<file path="src/rtl/mem_access_ctrl_pkg.sv">
// Shared types for the memory-port controller.
// Holds the FSM state, access owner and latency counter width.
package mem_access_ctrl_pkg;

   typedef enum logic [1:0] {
      IDLE   = 2'd0,
      ACCESS = 2'd1,
      RESP   = 2'd2
   } state_t;

   typedef enum logic {
      INSTR = 1'b0,
      DATA  = 1'b1
   } owner_t;

   localparam int CNT_W = 4;

endpackage

</file>
<file path="src/rtl/mem_access_ctrl_rr_arb2.sv">
// Two-requester round-robin arbiter (instruction vs data).
// Ports: req_instr/req_data in, grant_stb in (commit grant),
//        valid out (any request), grant out (chosen owner).
module mem_access_ctrl_rr_arb2
   import mem_access_ctrl_pkg::*;
(
   input  logic   clock,
   input  logic   reset,
   input  logic   req_instr,
   input  logic   req_data,
   input  logic   grant_stb,
   output logic   valid,
   output owner_t grant
);

   owner_t last;

   // On a tie the requester opposite the last grant wins.
   always_comb begin
      valid = req_instr | req_data;
      grant = INSTR;
      if (req_data && (!req_instr || last == INSTR))
         grant = DATA;
   end

   always_ff @(posedge clock or posedge reset) begin
      if (reset)
         last <= INSTR;
      else if (grant_stb)
         last <= grant;
   end

endmodule

</file>
<file path="src/rtl/mem_access_ctrl.sv">
// Arbitrates one single-port memory between fetch and data-cache
// traffic, sequences each access, refills the data cache and
// stalls the pipeline while a requester waits.
// Ports: i_* fetch side, d_* data side, mem_* memory port,
//        fill_* cache write, stall to the pipeline.
module mem_access_ctrl
   import mem_access_ctrl_pkg::*;
#(
   parameter int MEM_LAT = 3,
   parameter int ADDR_W  = 16,
   parameter int DATA_W  = 16
) (
   input  logic              clock,
   input  logic              reset,
   input  logic              i_req,
   input  logic [ADDR_W-1:0] i_addr,
   output logic [DATA_W-1:0] i_rdata,
   output logic              i_ready,
   input  logic              d_req,
   input  logic              d_we,
   input  logic [ADDR_W-1:0] d_addr,
   input  logic [DATA_W-1:0] d_wdata,
   output logic [DATA_W-1:0] d_rdata,
   output logic              d_ready,
   output logic              stall,
   output logic              mem_en,
   output logic              mem_we,
   output logic [ADDR_W-1:0] mem_addr,
   output logic [DATA_W-1:0] mem_wdata,
   input  logic [DATA_W-1:0] mem_rdata,
   output logic              fill_en,
   output logic [ADDR_W-1:0] fill_addr,
   output logic [DATA_W-1:0] fill_data
);

   localparam logic [CNT_W-1:0] LAT_INIT = CNT_W'(MEM_LAT - 1);

   state_t            state;
   state_t            state_n;
   logic [CNT_W-1:0]  cnt;
   logic [CNT_W-1:0]  cnt_n;
   owner_t            owner;
   logic [ADDR_W-1:0] addr_q;
   logic [DATA_W-1:0] wdata_q;
   logic              we_q;
   logic              grant_stb;
   logic              arb_valid;
   owner_t            arb_grant;
   logic              done;

   mem_access_ctrl_rr_arb2 u_arb (
      .clock     (clock),
      .reset     (reset),
      .req_instr (i_req),
      .req_data  (d_req),
      .grant_stb (grant_stb),
      .valid     (arb_valid),
      .grant     (arb_grant)
   );

   assign done = (state == ACCESS) && (cnt == '0);

   always_ff @(posedge clock or posedge reset) begin
      if (reset) begin
         state   <= IDLE;
         cnt     <= '0;
         owner   <= INSTR;
         addr_q  <= '0;
         wdata_q <= '0;
         we_q    <= 1'b0;
         i_rdata <= '0;
         d_rdata <= '0;
      end else begin
         state <= state_n;
         cnt   <= cnt_n;
         if (grant_stb) begin
            owner <= arb_grant;
            if (arb_grant == DATA) begin
               addr_q  <= d_addr;
               wdata_q <= d_wdata;
               we_q    <= d_we;
            end else begin
               addr_q  <= i_addr;
               wdata_q <= '0;
               we_q    <= 1'b0;
            end
         end
         // A store reports its own data back as the loaded word.
         if (done) begin
            if (owner == INSTR)
               i_rdata <= mem_rdata;
            else
               d_rdata <= we_q ? wdata_q : mem_rdata;
         end
      end
   end

   always_comb begin
      state_n   = state;
      cnt_n     = cnt;
      grant_stb = 1'b0;
      unique case (state)
         IDLE: begin
            if (arb_valid) begin
               grant_stb = 1'b1;
               state_n   = ACCESS;
               cnt_n     = LAT_INIT;
            end
         end
         ACCESS: begin
            if (cnt == '0)
               state_n = RESP;
            else
               cnt_n = cnt - CNT_W'(1);
         end
         RESP: state_n = IDLE;
         default: state_n = IDLE;
      endcase
   end

   always_comb begin
      mem_en    = 1'b0;
      mem_we    = 1'b0;
      mem_addr  = '0;
      mem_wdata = '0;
      i_ready   = 1'b0;
      d_ready   = 1'b0;
      fill_en   = 1'b0;
      fill_addr = '0;
      fill_data = '0;
      if (state == ACCESS) begin
         mem_en    = 1'b1;
         mem_we    = we_q;
         mem_addr  = addr_q;
         mem_wdata = wdata_q;
      end
      if (state == RESP) begin
         if (owner == INSTR) begin
            i_ready = 1'b1;
         end else begin
            d_ready   = 1'b1;
            fill_en   = 1'b1;
            fill_addr = addr_q;
            fill_data = d_rdata;
         end
      end
   end

   assign stall = (i_req & ~i_ready) | (d_req & ~d_ready);

endmodule

</file>
<file path="config.mk">
export PLATFORM = sky130hd
export DESIGN_NAME = mem_access_ctrl
export DESIGN_NICKNAME = d
export VERILOG_FILES = /design/src/rtl/mem_access_ctrl_pkg.sv /design/src/rtl/mem_access_ctrl_rr_arb2.sv /design/src/rtl/mem_access_ctrl.sv
export SDC_FILE = /design/constraint.sdc
export NUM_CORES = 1
export LEC_CHECK = 0
export ABC_AREA = 1
export ABC_CLOCK_PERIOD_IN_PS = 6700
export CELL_PAD_IN_SITES_DETAIL_PLACEMENT = 1
export CELL_PAD_IN_SITES_GLOBAL_PLACEMENT = 1
export CORE_ASPECT_RATIO = 0.5
export CORE_UTILIZATION = 32
export CTS_BUF_LIST = sky130_fd_sc_hd__clkbuf_4
export DETAILED_ROUTE_END_ITERATION = 6
export PLACE_DENSITY = 0.95
export SLEW_MARGIN = 40
export SYNTH_ARGS = -nofsm -noshare
export SYNTH_HDL_FRONTEND = slang
export SYNTH_HIERARCHICAL = 1
export SYNTH_SLANG_ARGS = --single-unit
</file>
<file path="constraint.sdc">
create_clock -name clock -period 6.7 [get_ports clock]
set_clock_uncertainty 0.15 [all_clocks]
set_input_delay 0.67 -clock clock [delete_from_list [all_inputs] [get_ports clock]]
set_output_delay 0.67 -clock clock [all_outputs]
set_load 0.01 [all_outputs]
</file>
==> results of run 1 <==
[synth_stat cells (all sizes together)]
cell type	number	area share (%)
a21boi	1	0.20
buf	13	2.7
clkbuf	17	1.7
dfrtp	73	49
ha	1	0.34
inv	60	6.1
nand2	113	12
nand3	37	5.0
nand4	1	0.17
nor2	75	8.2
o211ai	16	3.2
o21ai	70	11
or2	1	0.17
xor2	1	0.24
[cell usage in the layout (no fill, tap or decap), types with 2 or more instances in the layout]
master,netlist,final
clkdlybuf4s50_1,0,170
nand2_1,110,110
nor2_1,73,73
dfrtp_1,73,72
inv_1,55,54
o21ai_0,54,54
nand3_1,37,37
o211ai_1,16,16
o21ai_2,16,16
clkbuf_4,0,9
inv_2,4,3
bufinv_16,0,3
inv_4,1,2
nand2_4,2,2
clkinv_2,0,2
buf_4,2,2
[stage by stage]
step	setup WS, ns	util, %
2_1_floorplan	4.06	-
3_3_place_gp	3.58	49.0
6_report	2.91	50.7
3_5_place_dp	3.39	49.1
5_1_grt	2.64	50.7
4_1_cts	2.88	50.7
[power groups by stage]
stage / sequential [mW] / clock [mW] / combinational, mW
after CTS: 0.829 / 0.365 / 1.37
after floorplan: 0.804 / 0 / 0.710
after detailed placement: 0.834 / 0 / 1.35
final: 0.827 / 0.361 / 1.36
after global placement: 0.818 / 0 / 1.28
after global routing: 0.858 / 0.383 / 1.47
[flip-flops by register name, indices dropped and copies added, names as in the netlist]
| name | flops |
|---|---|
| addr_q | 16 |
| d_rdata | 16 |
| i_rdata | 16 |
| wdata_q | 16 |
| cnt | 4 |
| state | 2 |
| owner | 1 |
| u_arb/last | 1 |
| we_q | 1 |
[routing by layer]
layer,vias up,GRT usage [%]
met5,-,0
li1,1819,-
met2,133,43.0
met4,0,10.5
met1,1897,26.6
met3,39,5.19
[worst paths after layout]
kind / to / slack (ns) / cells past startpoint
max: fill_addr[9] / 2.91 / 5
min: u_arb/last$_DFFE_PP0P_ / 0.27 / 2
max reg2reg: d_rdata[0]$_DFFE_PP0P_ / 4.52 / 7
min reg2reg: i_rdata[0]$_DFFE_PP0P_ / 0.35 / 2
max in group asynchronous: we_q$_DFFE_PP0P_ / 4.94 / 3
min in group clock: i_rdata[0]$_DFFE_PP0P_ / 0.35 / 2
[cell type report]
class	count	area share [%]
Clock buffer	9	1.19
Clock inverter	7	2.06
Inverter	60	4.09
Multi-Input combinational cell	316	26.8
Sequential cell	73	32.3
Tap cell	145	3.21
Timing Repair Buffer	172	30.3
[worst max-delay path: cells and delay by family (launching register included)]
family                 cells  cell delay [ns]
AND/OR/NAND/NOR            2             0.48
buffers and inverters      3             1.17
flip-flops                 1             0.86
[cells by family (layout without fill, tap and decap cells)]
| group | Yosys count | in the layout | share of synthesized area (%) |
|---|---|---|---|
| DFF | 73 | 73 | 49.1 |
| and+or+nand+nor | 227 | 227 | 25.4 |
| buffers and inverters | 90 | 248 | 10.5 |
| AOI/OAI and AO/OA | 87 | 87 | 14.5 |
| xor gates and xnor gates | 1 | 1 | 0.235 |
| adders and majority gates | 1 | 1 | 0.336 |
==> impl_results.md, run 1 <==
- Slowest cell delay on critical path: 0.86 ns
- DP Wirelength: 9700 µm
- CTS buffer count: 9
- Max-cap check violation count: 0
- Final Hold Fails: 0
- Port Buffers: 170
- Layout area overhead: 52.0%
- Clock share of power: 14.2%
- Outcome: finished clean
- Die Wd: 155 µm
- Gpl congestion: 0.819
- Crit path DAT: 2.97 ns
- FMAX: 264 MHz
- # rows: 27
- Fin Setup TNS: 0 ns
- Max-slew headroom: 49.0%
- Switching pwr: 1.11 mW
- CTS tree: done
- Layout fillers: 1344
- Critical Path End Type: primary output
- Die area: 12100 µm²
- PostCTS Resize Cnt: 0
- DRT Wirelength: 13600 µm
- Starting Density: 33.4%
- Yosys warns: 6
- Via density: 4.97
- Die height: 78.3 µm
- Met3 routed WL: 674 µm
- Netlist cell types: 24
- Worst Setup Start Kind: flip-flop
- Depth of the CTS H-tree: 3
- Wire length on met1: 5440 µm
- First-pass DRT Iterations: 4
- Final #Nets: 702
- First-pass GRT wire length: 22100 µm
- Switching Share: 43.7%
- Hold Crit Class: in -> async
- GRT Overall Usage: 23.5%
- ANT nets after route: 0
- N_diodes: 0
- Core Footprint: 11100 µm²
- Mapped Cells: 479
- Clock Sink Count: 73
- Post-route clock period utilization: 56.5%
- Per-cell routed wire length: 17.3 µm
- Top layer in use: met4
- Power Internal: 1.43 mW
- Netlist Area Pre-Place: 3720 µm²
- Insertion delay to the later sink of the worst-skew pair: 0.45 ns
- CTS max path bufs: 2
- Final setup viols: 0
- Routed vias: 3888
- Storage element area: 1830 µm²
- Final-report max-slew violation count: 0
- Setup bufs post-CTS: 0
- Share of cells above drive strength 1: 7.22%
- Seq pwr share: 32.5%
- Syn Nets: 549
- Cells after DPL: 766
- Worst setup path startpoint: owner$_DFFE_PP0P_
- Post-layout instance area: 5660 µm²
- I/O pins: 171
- CTS Hold Buffers Added: 0
- DRC violations left: 0
- WP data required: 5.88 ns
- Comb power frac: 53.3%
- Clock slew at reported path FFs: 0.13 ns
- Seq cells post-synth: 73
- Vias in the first global route: 4241
- Root Buffer Master: clkbuf_4
- Gr ovfl total: 0
- Area taken by multi-input logic gates: 1520 µm²
- Syn avg cell area: 7.77 µm²
- Pwr dens: 450 nW/µm²
- Worst-Margin Slew: 0.765 ns
- Crit-path max FO: 20
- Critical Path, Cell by Cell: inv_2, nor2_1, inv_2, nor2_1, clkdlybuf4s50_1
- Placed instance area: 5470 µm²
- Static leakage: 2.52 nW
- VDD IR max: 0.171 mV
- Launch point of the worst reg-to-reg path: cnt[0]$_DFFE_PP0P_
- Sequential area share after synthesis: 49.1%
- Largest net degree at the start of global routing: 71
- Antenna violations before repair: 0
- Slowest-stage cell, CP: dfrtp_1
- Hold WS: 0.267 ns
- Routed wl met2: 7000 µm
- RSZ-0062 raised after global routing: no
- Finished Layout Cells: 782
- First DRT Iteration DRCs: 200
- Total power: 2.54 mW
- Critical path class: reg -> out
- Final min period: 3.79 ns
No activity file was read; power rests on OpenSTA's default activity.
==> run 2, diff against run 1 <==
Settings changed: ABC_CLOCK_PERIOD_IN_PS 6700 to 3900, CORE_UTILIZATION 32 to 30, PLACE_DENSITY 0.95 to 0.94.
Clock period 6.7 ns to 3.9 ns, I/O delays scaled along.
==> impl_results.md, run 2 (same netlist as run 1, synthesis figures left out) <==
- Gpl congestion: 0.803
- Starting Density: 31.2%
- Largest net degree at the start of global routing: 71
- WP data required: 3.36 ns
- Max-slew headroom: 58.3%
- Routed vias: 3879
- Per-cell routed wire length: 16.2 µm
- Critical Path, Cell by Cell: buf_4, inv_2, nor2_1, inv_2, nand2_1, nand2_1, clkdlybuf4s50_1
- Vias in the first global route: 4113
- DRC violations left: 0
- Via density: 4.81
- Worst Setup Start Kind: flip-flop
- Final-report max-slew violation count: 0
- Critical Path End Type: primary output
- Setup ws final: 0.783 ns
- Insertion delay to the later sink of the worst-skew pair: 0.43 ns
- First-pass DRT Iterations: 4
- PostCTS Resize Cnt: 0
- Clock Sink Count: 73
- Die area: 12900 µm²
- Slowest-stage cell, CP: clkdlybuf4s50_1
- First DRT Iteration DRCs: 137
- Depth of the CTS H-tree: 3
- Static leakage: 2.52 nW
- Final setup viols: 0
- Antenna violations before repair: 0
- RSZ-0062 raised after global routing: no
- Pwr dens: 745 nW/µm²
- I/O pins: 171
- Die Wd: 160 µm
- Final #Nets: 706
- Root Buffer Master: clkbuf_4
- First-pass GRT wire length: 20700 µm
- GRT Overall Usage: 20.4%
- VDD IR max: 0.301 mV
- Fin Setup TNS: 0 ns
- Port Buffers: 170
- Crit path DAT: 2.58 ns
- CTS tree: done
- Gr ovfl total: 0
- Cells after DPL: 788
- Crit-path max FO: 20
- Outcome: finished clean
- DRT Wirelength: 13000 µm
- # rows: 28
- Hold Crit Class: reg -> reg
- Layout area overhead: 52.7%
- Final Hold Fails: 0
- Post-route clock period utilization: 79.9%
- DP Worst Slack: 1.30 ns
- Max-cap check violation count: 0
- Critical path class: reg -> out
- Most frequent cells in the layout: 170 x clkdlybuf4s50_1, 110 x nand2_1, 73 x nor2_1
- Finished Layout Cells: 806
- Die height: 80.8 µm
- Slowest cell delay on critical path: 0.53 ns
- Core Footprint: 11900 µm²
- N_diodes: 0
- Clock slew at reported path FFs: 0.13 ns
- Worst-Margin Slew: 0.624 ns
- ANT nets after route: 0
- CTS max path bufs: 2
- DP Wirelength: 9510 µm
- FMAX: 321 MHz
- Final min period: 3.12 ns
- Share of cells above drive strength 1: 7.80%
- CTS buffer count: 9
- Commonest non-fill, non-tap cell in the layout: clkdlybuf4s50_1
run 2: cell types whose count changed in the layout (fill, tap and decap cells not counted), sizes merged:
cell / change
bufinv: -2
inv: +1
buf: +3
dlygate4sd3: +1
clkinvlp: +1
run 2: final timing paths:
path	from	endpoint	slack, ns	cells past startpoint
max in group asynchronous	reset	i_rdata[2]$_DFFE_PP0P_	2.10	4
min in group asynchronous	reset	u_arb/last$_DFFE_PP0P_	0.56	3
worst min-delay path	i_rdata[6]$_DFFE_PP0P_	i_rdata[6]$_DFFE_PP0P_	0.34	2
worst max-delay path	owner$_DFFE_PP0P_	stall	0.78	7
worst min register to register	i_rdata[6]$_DFFE_PP0P_	i_rdata[6]$_DFFE_PP0P_	0.34	2
worst max register to register	cnt[0]$_DFFE_PP0P_	d_rdata[12]$_DFFE_PP0P_	1.79	7
run 2: through the flow:
step | hold slack, ns | cell area (µm²) | total power [mW] | utilization (%)
6_report | 0.344 | 5680 | 4.24 | 47.6
5_1_grt | 0.374 | 5680 | 4.55 | 47.6
4_1_cts | 0.350 | 5670 | 4.27 | 47.4
3_5_place_dp | 0.319 | 5510 | 3.73 | 46.1
3_3_place_gp | 0.312 | 5510 | 3.59 | 46.1
2_1_floorplan | -0.0313 | 3720 | 2.60 | -
run 2: cell type report:
| class | count | area [µm²] |
|---|---|---|
| fill | 1431 | 6260 |
| sequential | 73 | 1830 |
| tap | 165 | 206 |
| multi-input combinational | 316 | 1520 |
| inverter | 60 | 231 |
| timing repair buffer | 176 | 1760 |
| clock inverter | 7 | 77.6 |
| clock buffer | 9 | 67.6 |
run 2: repair_timing:
item                       CTS  global route
hold buffers                 1             0
setup endpoints to repair    0             0
buffers inserted             0             0
hold endpoints to repair     1             0
run 2: layer usage:
metal  vias up  share of wire (%)  GRT usage [%]
li1       1816                  -              -
met1      1916                 40           22.3
met2       111                 53           38.7
met3        36                3.7           4.60
met4         0                2.9           9.42
met5         -                  0              0
run 2: power breakdown:
group / total (mW) / internal, mW / switching (mW)
logic: 2.36 / 1.02 / 1.34
clock network: 0.503 / 0.201 / 0.302
registers: 1.38 / 1.13 / 0.249
run 2: critical path, delay by kind of cell, from the launching register on:
kind	cells	cell delay [ns]
DFF	1	0.39
buffers and inverters	4	1.39
and+or+nand+nor	3	0.37
==> run 3, diff against run 2 <==
Settings changed: ABC_CLOCK_PERIOD_IN_PS 3900 to 2700, CORE_UTILIZATION 30 to 27, PLACE_DENSITY 0.94 to 0.9.
Clock period 3.9 ns to 2.7 ns, I/O delays scaled along.
==> impl_results.md, run 3 (same netlist as run 1, synthesis figures left out) <==
- Outcome: finished clean
- First DRT Iteration DRCs: 158
- Storage element area: 1830 µm²
- Commonest non-fill, non-tap cell in the layout: clkdlybuf4s50_1
- Antenna violations before repair: 0
- ANT nets after route: 0
- Pwr dens: 1080 nW/µm²
- FMAX: 397 MHz
- Setup bufs post-CTS: 0
- Root Buffer Master: clkbuf_4
- Layout fillers: 1573
- CTS max path bufs: 2
- First-pass DRT Iterations: 4
- Hold Crit Depth: 3
- R2R cell count: 7
- Die height: 85.0 µm
- Launch point of the worst reg-to-reg path: cnt[0]$_DFFE_PP0P_
- Crit path DAT: 2.10 ns
- Critical path class: reg -> out
- First-pass GRT wire length: 21500 µm
- Largest net degree at the start of global routing: 57
- Die Wd: 168 µm
- Final setup viols: 0
- Insertion delay to the later sink of the worst-skew pair: 0.43 ns
- Crit-path max FO: 34
- Worst setup path startpoint: state[1]$_DFFE_PP0P_
- Fin Setup TNS: 0 ns
- Vias in the first global route: 4200
- GRT Overall Usage: 19.4%
- CTS tree: done
- Clock Sink Count: 73
- Max-cap check violation count: 0
- Static leakage: 2.55 nW
- N_diodes: 0
- HP Start: mem_rdata[3]
- Setup ws final: 0.178 ns
- Die area: 14300 µm²
- Routed vias: 3861
- Worst Setup Start Kind: flip-flop
- Port Buffers: 170
- CTS buffer count: 9
- Starting Density: 28.5%
- Final min period: 2.52 ns
- Finished Layout Cells: 814
- Clock slew at reported path FFs: 0.13 ns
- Hold Crit Class: in -> reg
- Final #Nets: 709
- # rows: 29
- Layout area overhead: 53.7%
- Via density: 4.74
- Per-cell routed wire length: 16.6 µm
- Final Hold Fails: 0
- Share of cells above drive strength 1: 8.07%
- Core Footprint: 13100 µm²
- Post-route clock period utilization: 93.4%
- VDD IR max: 0.380 mV
- WP data required: 2.28 ns
- DP Worst Slack: 0.447 ns
- DRT Wirelength: 13500 µm
- DRC violations left: 0
- Max-slew headroom: 64.4%
- Final core occ: 43.8%
- Most frequent cells in the layout: 170 x clkdlybuf4s50_1, 110 x nand2_1, 73 x dfrtp_1
- Gpl congestion: 0.809
- Gr ovfl total: 0
- Area taken by multi-input logic gates: 1520 µm²
- I/O pins: 171
- Depth of the CTS H-tree: 3
- DP Wirelength: 9830 µm
- Final-report max-slew violation count: 0
- RSZ-0062 raised after global routing: no
- Worst-Margin Slew: 0.533 ns
- Cells after DPL: 797
- Critical Path End Type: primary output
-- run 3: cell types whose count changed in the layout (fill, tap and decap cells not counted), sizes merged --
| cell | change |
|---|---|
| buf | +3 |
| clkinvlp | -1 |
| clkinv | +1 |
-- run 3: stage by stage --
step / instance area (µm²) / total power, mW / hold WS (ns)
2_1_floorplan: 3720 / 3.76 / -0.151
3_3_place_gp: 5570 / 5.28 / 0.304
3_5_place_dp: 5570 / 5.47 / 0.312
4_1_cts: 5720 / 6.23 / 0.232
5_1_grt: 5720 / 6.64 / 0.234
6_report: 5720 / 6.19 / 0.255
-- run 3: final cells by class --
cell class,count,area share [%]
Sequential cell,73,31.9
Timing Repair Buffer,179,31.4
Inverter,60,4.02
Clock inverter,7,1.22
Tap cell,170,3.72
Clock buffer,9,1.18
Multi-Input combinational cell,316,26.5
-- run 3: where the power goes --
part,switching [mW],internal [mW]
clock network,0.412,0.282
registers,0.324,1.63
logic,2.02,1.52
total,2.76,3.43
-- run 3: worst paths after layout --
| kind | slack [ns] | to |
|---|---|---|
| setup reg to reg | 0.53 | d_rdata[7]$_DFFE_PP0P_ |
| setup / recovery | 0.18 | mem_addr[6] |
| min in group asynchronous | 0.43 | u_arb/last$_DFFE_PP0P_ |
| hold / removal | 0.25 | i_rdata[3]$_DFFE_PP0P_ |
| max in group asynchronous | 1.20 | i_rdata[13]$_DFFE_PP0P_ |
| hold reg to reg | 0.35 | i_rdata[2]$_DFFE_PP0P_ |
-- run 3: per-layer routing --
layer	vias up	global-route usage [%]	routed length, µm
met4	0	8.76	350
met1	1882	22.6	5600
met3	31	3.68	574
li1	1825	-	-
met2	123	35.2	6980
met5	-	0	0
-- run 3: critical path, stage by stage, from the launching register on --
cell and delay, ns:
dfrtp_1 0.47, nor2_4 0.23, inv_4 0.19, nor2_1 0.17
clkdlybuf4s50_1 0.59
-- run 3: repair_timing --
item,in CTS,in global routing
gates resized for setup,0,2
hold buffers,1,0
endpoints found under the hold margin,4,0
setup endpoints to repair,0,3
